## config.mk

```make
export PLATFORM = sky130hd
export DESIGN_NAME = timer_ctrl_flat
export DESIGN_NICKNAME = d
export VERILOG_FILES = /design/src/rtl/timer_ctrl_if.sv /design/src/rtl/timer_ctrl.sv /design/src/flat_wrapper.sv
export SDC_FILE = /design/constraint.sdc
export NUM_CORES = 1
export LEC_CHECK = 0
export CORE_MARGIN = 4
export CORE_UTILIZATION = 30
export CTS_CLUSTER_SIZE = 8
export DETAILED_ROUTE_END_ITERATION = 7
export PLACE_DENSITY = 0.61
export SYNTH_ARGS = -nofsm -noshare
export SYNTH_HDL_FRONTEND = slang
export SYNTH_SLANG_ARGS = --single-unit
```

## constraint.sdc

```tcl
create_clock -name clk -period 1.4 [get_ports clk]
set_input_delay 0.28 -clock clk [delete_from_list [all_inputs] [get_ports clk]]
set_output_delay 0.28 -clock clk [all_outputs]
set_load 0.02 [all_outputs]
```

## src/rtl/timer_ctrl_if.sv

```systemverilog
// timer_ctrl_if: control/status bundle between a timer client and timer_ctrl
interface timer_ctrl_if #(
  parameter int WIDTH = 4,
  parameter int PRESC_W = 3
);
  logic i_start;
  logic i_stop;
  logic i_periodic;
  logic [WIDTH-1:0] i_load;
  logic [PRESC_W-1:0] i_presc;
  logic i_irq_clr;
  logic o_busy;
  logic [WIDTH-1:0] o_count;
  logic o_tick;
  logic o_expire;
  logic o_irq;
  logic o_ovf;
  logic o_cfg_err;
  modport master (
    output i_start, i_stop, i_periodic, i_load, i_presc, i_irq_clr,
    input o_busy, o_count, o_tick, o_expire, o_irq, o_ovf, o_cfg_err
  );
  modport slave (
    input i_start, i_stop, i_periodic, i_load, i_presc, i_irq_clr,
    output o_busy, o_count, o_tick, o_expire, o_irq, o_ovf, o_cfg_err
  );
endinterface

```

## src/rtl/timer_ctrl.sv

```systemverilog
// timer_ctrl: prescaled one-shot/periodic down-counting timer with sticky irq/overflow flags
module timer_ctrl #(
  parameter int WIDTH = 4,
  parameter int PRESC_W = 3
) (
  input logic clk,
  input logic rst,
  timer_ctrl_if.slave bus
);
  typedef enum logic {IDLE, RUN} state_t;
  state_t state, state_nxt;
  logic [WIDTH-1:0] count, load_q;
  logic [PRESC_W-1:0] presc_cnt, presc_q;
  logic per_q, expire, irq, ovf, cfg_err;
  logic tick, start_ok, cfg_bad, exp_hit;
  assign tick = (state == RUN) && (presc_cnt == '0);
  assign bus.o_busy = (state == RUN);
  assign bus.o_tick = tick;
  assign bus.o_count = count;
  assign bus.o_expire = expire;
  assign bus.o_irq = irq;
  assign bus.o_ovf = ovf;
  assign bus.o_cfg_err = cfg_err;
  // state register
  always_ff @(posedge clk or posedge rst)
    if (rst) state <= IDLE;
    else state <= state_nxt;
  // start qualification, expiry detection (stop suppresses it) and next state
  always_comb begin
    start_ok = (state == IDLE) && bus.i_start && !bus.i_stop && (bus.i_load != '0);
    cfg_bad = (state == IDLE) && bus.i_start && !bus.i_stop && (bus.i_load == '0);
    exp_hit = tick && (count == WIDTH'(1)) && !bus.i_stop;
    state_nxt = state;
    if (state == IDLE) state_nxt = start_ok ? RUN : IDLE;
    else if (bus.i_stop || (exp_hit && !per_q)) state_nxt = IDLE;
  end
  // shadow config, prescaler, period counter and sticky flags
  always_ff @(posedge clk or posedge rst)
    if (rst) begin
      count <= '0;
      presc_cnt <= '0;
      load_q <= '0;
      presc_q <= '0;
      per_q <= 1'b0;
      expire <= 1'b0;
      irq <= 1'b0;
      ovf <= 1'b0;
      cfg_err <= 1'b0;
    end else begin
      expire <= exp_hit;
      cfg_err <= cfg_bad;
      irq <= exp_hit || (irq && !bus.i_irq_clr);
      ovf <= (exp_hit && irq && !bus.i_irq_clr) || (ovf && !bus.i_irq_clr);
      if (start_ok) begin
        load_q <= bus.i_load;
        presc_q <= bus.i_presc;
        per_q <= bus.i_periodic;
        count <= bus.i_load;
        presc_cnt <= bus.i_presc;
      end else if (state == RUN) begin
        if (bus.i_stop) begin
          count <= '0;
          presc_cnt <= '0;
        end else if (tick) begin
          presc_cnt <= presc_q;
          count <= (count == WIDTH'(1)) ? (per_q ? load_q : '0) : count - WIDTH'(1);
        end else presc_cnt <= presc_cnt - PRESC_W'(1);
      end
    end
endmodule
```

## src/flat_wrapper.sv

```systemverilog
// flat-port wrapper written by rule: the top's interface ports become plain ports
module timer_ctrl_flat 
#(
  parameter int WIDTH = 4,
  parameter int PRESC_W = 3
)
  (clk, rst, bus_i_start, bus_i_stop, bus_i_periodic, bus_i_load, bus_i_presc, bus_i_irq_clr, bus_o_busy, bus_o_count, bus_o_tick, bus_o_expire, bus_o_irq, bus_o_ovf, bus_o_cfg_err);
  timer_ctrl_if #(.WIDTH(WIDTH), .PRESC_W(PRESC_W)) bus_i ();
  input logic clk;
  input logic rst;
  input wire logic [$bits(bus_i.i_start)-1:0] bus_i_start;
  input wire logic [$bits(bus_i.i_stop)-1:0] bus_i_stop;
  input wire logic [$bits(bus_i.i_periodic)-1:0] bus_i_periodic;
  input wire logic [$bits(bus_i.i_load)-1:0] bus_i_load;
  input wire logic [$bits(bus_i.i_presc)-1:0] bus_i_presc;
  input wire logic [$bits(bus_i.i_irq_clr)-1:0] bus_i_irq_clr;
  output wire logic [$bits(bus_i.o_busy)-1:0] bus_o_busy;
  output wire logic [$bits(bus_i.o_count)-1:0] bus_o_count;
  output wire logic [$bits(bus_i.o_tick)-1:0] bus_o_tick;
  output wire logic [$bits(bus_i.o_expire)-1:0] bus_o_expire;
  output wire logic [$bits(bus_i.o_irq)-1:0] bus_o_irq;
  output wire logic [$bits(bus_i.o_ovf)-1:0] bus_o_ovf;
  output wire logic [$bits(bus_i.o_cfg_err)-1:0] bus_o_cfg_err;
  assign bus_i.i_start = bus_i_start;
  assign bus_i.i_stop = bus_i_stop;
  assign bus_i.i_periodic = bus_i_periodic;
  assign bus_i.i_load = bus_i_load;
  assign bus_i.i_presc = bus_i_presc;
  assign bus_i.i_irq_clr = bus_i_irq_clr;
  assign bus_o_busy = bus_i.o_busy;
  assign bus_o_count = bus_i.o_count;
  assign bus_o_tick = bus_i.o_tick;
  assign bus_o_expire = bus_i.o_expire;
  assign bus_o_irq = bus_i.o_irq;
  assign bus_o_ovf = bus_i.o_ovf;
  assign bus_o_cfg_err = bus_i.o_cfg_err;
  timer_ctrl #(.WIDTH(WIDTH), .PRESC_W(PRESC_W)) u_core (.clk(clk), .rst(rst), .bus(bus_i));
endmodule
```

==> results by stage <==
Final layout:
- Leaving out fill and tap cells, the most frequent cell in the layout is sky130_fd_sc_hd__buf_4.
- At the end of the flow, the number of nets in the layout was 187.
- Relative to the synthesized area, the layout overhead comes to 71.52%.
- The area of the multi-input gates is 689.4 sq um.
- The number of filler instances in the final layout is 301.
- The number of antenna diodes in the final layout is 0.
- The final core area utilization is 55.67%.
- Summing all flip-flop and latch instances after layout gives 505.5 sq um.
- The library cells used most frequently in the layout, excluding fill and tap cells, are sky130_fd_sc_hd__buf_4, sky130_fd_sc_hd__nand2_1, sky130_fd_sc_hd__dfrtp_1.
- The fraction of final layout cells sized beyond drive strength 1 is 47.93%.
- The area of all placed cells without fillers is 1755 sq um.

Route:
- The count of routing violations after the opening detailed-route iteration is 55.
- The first TritonRoute pass finished after 4 iterations.
- In the routed design, unresolved DRC markers number 0.
- Summed over all layers, the routed wires come to 2.945 mm.
- After detailed routing, the average wire length per cell comes to 13.83 microns.
- Once detail routing completed, the nets flagged for antenna violations numbered 0.
- Across all layers, the routed design uses 1036 vias.
- The detail-routed via count per cell is 4.864.

Worst setup path:
- STA classifies the critical path startpoint as a flip-flop.
- The worst setup path is captured at a primary output.
- The endpoint of the worst-slack reg-to-reg timing path is u_core.presc_cnt[1].
- The critical setup path kind is flip-flop to primary output.
- The endpoint required time on the critical path is 1.12 ns.
- The worst reg-to-reg setup slack is -0.11 ns.
- In this run the critical register-to-register path is launched from u_core.bus.o_busy.
- The data arrival time of the critical path is 1.31 ns.
- The highest net fanout along the worst path is 2.
- Counting cells, the worst reg-to-reg path comes to 5.

Timing:
- The final hold violation count was 0.
- Between clock sinks in the finished design, the worst skew comes to 0.005263 ns.
- The number of max-slew violations in the final report came to 0.
- Subtracting the final worst setup slack from the clock period gives 1.586 ns.
- The fmax is 630.6 MHz.
- Setup violations remaining at the end of the flow were counted as 14.
- Across all setup checks in the final design, the least slack found is -0.1857 ns.
- Adding up every negative setup slack in the final design gives -0.9100 ns.
- Setup repair after global routing could not meet its margin everywhere.
- Dividing the final minimum period by the clock period gives 113.3%.
- The worst-case headroom to the max-slew limit is 80.88%.
- The pin slew with the least headroom to its limit is 0.2832 ns.

CTS:
- The CTS sink count is 20.
- The clock transition at the register clock pins on the worst setup and hold paths after CTS is 0.12 ns.
- The maximum buffer depth of the clock tree is 2.
- In this run the number of H-tree levels came out at 1.
- The CTS buffer count is 3.
- The later pin in the worst-skew pair is clocked with a latency of 0.31 ns.
- The cell at the root of the clock tree is sky130_fd_sc_hd__clkbuf_4.
- The TritonCTS clock tree is yes.

Floorplan:
- The height of the chip is 66.41 microns.
- The initial standard-cell utilization of the core is 32.46%.
- The floorplan step defined a die boundary enclosing 4410 sq um.
- The floorplan step defined a core boundary enclosing 3153 sq um.
- Measured along the x axis, the die boundary spans 66.41 microns.
- The number of ports placed on the die boundary is 23.
- The number of rows created at floorplan is 20.

Synthesis:
- The cell count after synthesis came out at 114.
- The number of synthesized flops with an enable pin is 0.
- Among all flip-flop cells after synthesis, the most frequent one is sky130_fd_sc_hd__dfrtp_1.
- The share of synthesized area occupied by flip-flops and latches is 48.90%.
- The yosys synthesis warning count is 0.
- Synthesis instantiated 27 different standard cells from the library.
- In the synthesized netlist the async set-or-reset flop fraction comes to 100.0%.
- Counting every net in the synthesized netlist gives 131.
- Summing every instance area after synthesis gives 1023 sq um.
- The register bit count reported by yosys is 20.
- The average cell area after synthesis is 8.978 sq um.

GRT:
- The number of global-route vias before repair is 1062.
- The initial antenna violation count was 0.
- The first global-routing pass estimated 4.912 mm of wire.
- The remaining global-route overflow is 0.
- The global-route usage over all layers is 14.40%.
- Entering global routing, the biggest net connects 21 pins.

Power and ir drop:
- The power per unit of standard cell area is 1444 nW/um^2.
- In this run the static leakage power is 0.8245 nW.
- The completed layout was analyzed and its total power is 2.534 mW.
- The worst-case IR drop observed on VDD is 0.001003 V.

Outcome:
- The run finished, with violations left.
- The checks that failed: negative setup slack.

Placed design:
- At the end of routability-driven placement, the weighted congestion stood at 0.8006.
- The post-place instance area is 1496 sq um.
- Port buffering added 22 buffers.
- The worst slack at placement is -0.5195 ns.
- The placed wire-length estimate after detailed placement is 1.998 mm.

Job:
- Max-cap violations in this run came to 0.

Worst hold path:
- In this run the worst hold path is classified as input pin to asynchronous set/reset pin.
-- per-stage QoR --
step	hold WS [ns]	std cells
global route	0.3175	213
finish	0.2788	213
global placement	0.4504	200
floorplan	0.2436	114
detailed placement	0.4635	200
CTS	0.2912	207
-- cells in the mapped netlist (2+ instances only) --
library cell / n / area share, %
sky130_fd_sc_hd__o311ai_0: 3 / 2.6
sky130_fd_sc_hd__ha_1: 4 / 4.9
sky130_fd_sc_hd__a21oi_1: 2 / 0.98
sky130_fd_sc_hd__and3_1: 3 / 1.8
sky130_fd_sc_hd__dfrtp_1: 20 / 49
sky130_fd_sc_hd__nand2_1: 31 / 11
sky130_fd_sc_hd__a31oi_1: 4 / 2.4
sky130_fd_sc_hd__nor2b_1: 3 / 1.8
sky130_fd_sc_hd__inv_1: 9 / 3.3
sky130_fd_sc_hd__o21ai_0: 10 / 4.9
sky130_fd_sc_hd__nand2b_1: 2 / 1.2
sky130_fd_sc_hd__nor2_1: 8 / 2.9
-- layer usage --
metal	up-vias	GRT usage, %	routed length [microns]
li1	504	-	-
met1	503	18.91	1383
met2	25	24.16	1395
met3	4	2.551	132
met4	0	3.807	34
met5	-	0	0
-- power by group --
group	leakage (nW)	switching, mW	internal (mW)
Sequential	0.249	0.125	0.724
Clock	0.0210	0.185	0.159
Combinational	0.554	0.655	0.686
Total	0.824	0.965	1.57
-- timing repair --
item                       CTS  global route
setup endpoints to repair   27            20
setup buffers                2             5
hold buffers                 0             0
gates cloned                 1             1
hold endpoints to repair     0             0
resized for setup           47            25
pin swaps                   14            24
-- layout make-up --
cell class / count / area share [%]
well taps: 44 / 3.136
repair buffers: 51 / 24.80
multi-input cells: 85 / 39.27
flip-flops and latches: 20 / 28.80
inverters: 9 / 1.924
clock buffers: 4 / 2.067
-- critical path, stage by stage, from the launching register on --
cell                      delay, ns
sky130_fd_sc_hd__dfrtp_1       0.38
sky130_fd_sc_hd__inv_2         0.06
sky130_fd_sc_hd__ha_4          0.16
sky130_fd_sc_hd__ha_4          0.15
sky130_fd_sc_hd__and2_4        0.13
sky130_fd_sc_hd__buf_6         0.12
-- flip-flops by register name (all words and copies together) (netlist names) --
register	flops
u_core.bus.o_count	4
u_core.load_q	4
u_core.presc_cnt	3
u_core.presc_q	3
u_core.bus.o_busy	1
u_core.bus.o_cfg_err	1
u_core.bus.o_expire	1
u_core.bus.o_irq	1
u_core.bus.o_ovf	1
u_core.per_q	1
-- cell families after synthesis --
family / after synthesis / share of synthesized area [%]
adders and majority gates: 4 / 4.890
and+or+nand+nor: 55 / 25.55
AOI/OAI and AO/OA: 24 / 16.50
DFF: 20 / 48.90
buffers and inverters: 11 / 4.155
-- worst max-delay path by stage --
| stage | start | to | slack [ns] | cells past startpoint |
|---|---|---|---|---|
| global placement | bus_i_load[3] | u_core.bus.o_count[2] | -0.46 | 5 |
| finish | u_core.presc_cnt[0] | bus_o_tick | -0.19 | 5 |
| global route | u_core.presc_cnt[0] | bus_o_tick | -0.25 | 5 |
| CTS | u_core.presc_cnt[0] | bus_o_tick | -0.19 | 5 |
| floorplan | u_core.bus.o_count[1] | u_core.bus.o_count[2] | -0.02 | 6 |
| detailed placement | bus_i_load[3] | u_core.bus.o_count[3] | -0.52 | 5 |
No activity file was read; power rests on OpenSTA's default activity.
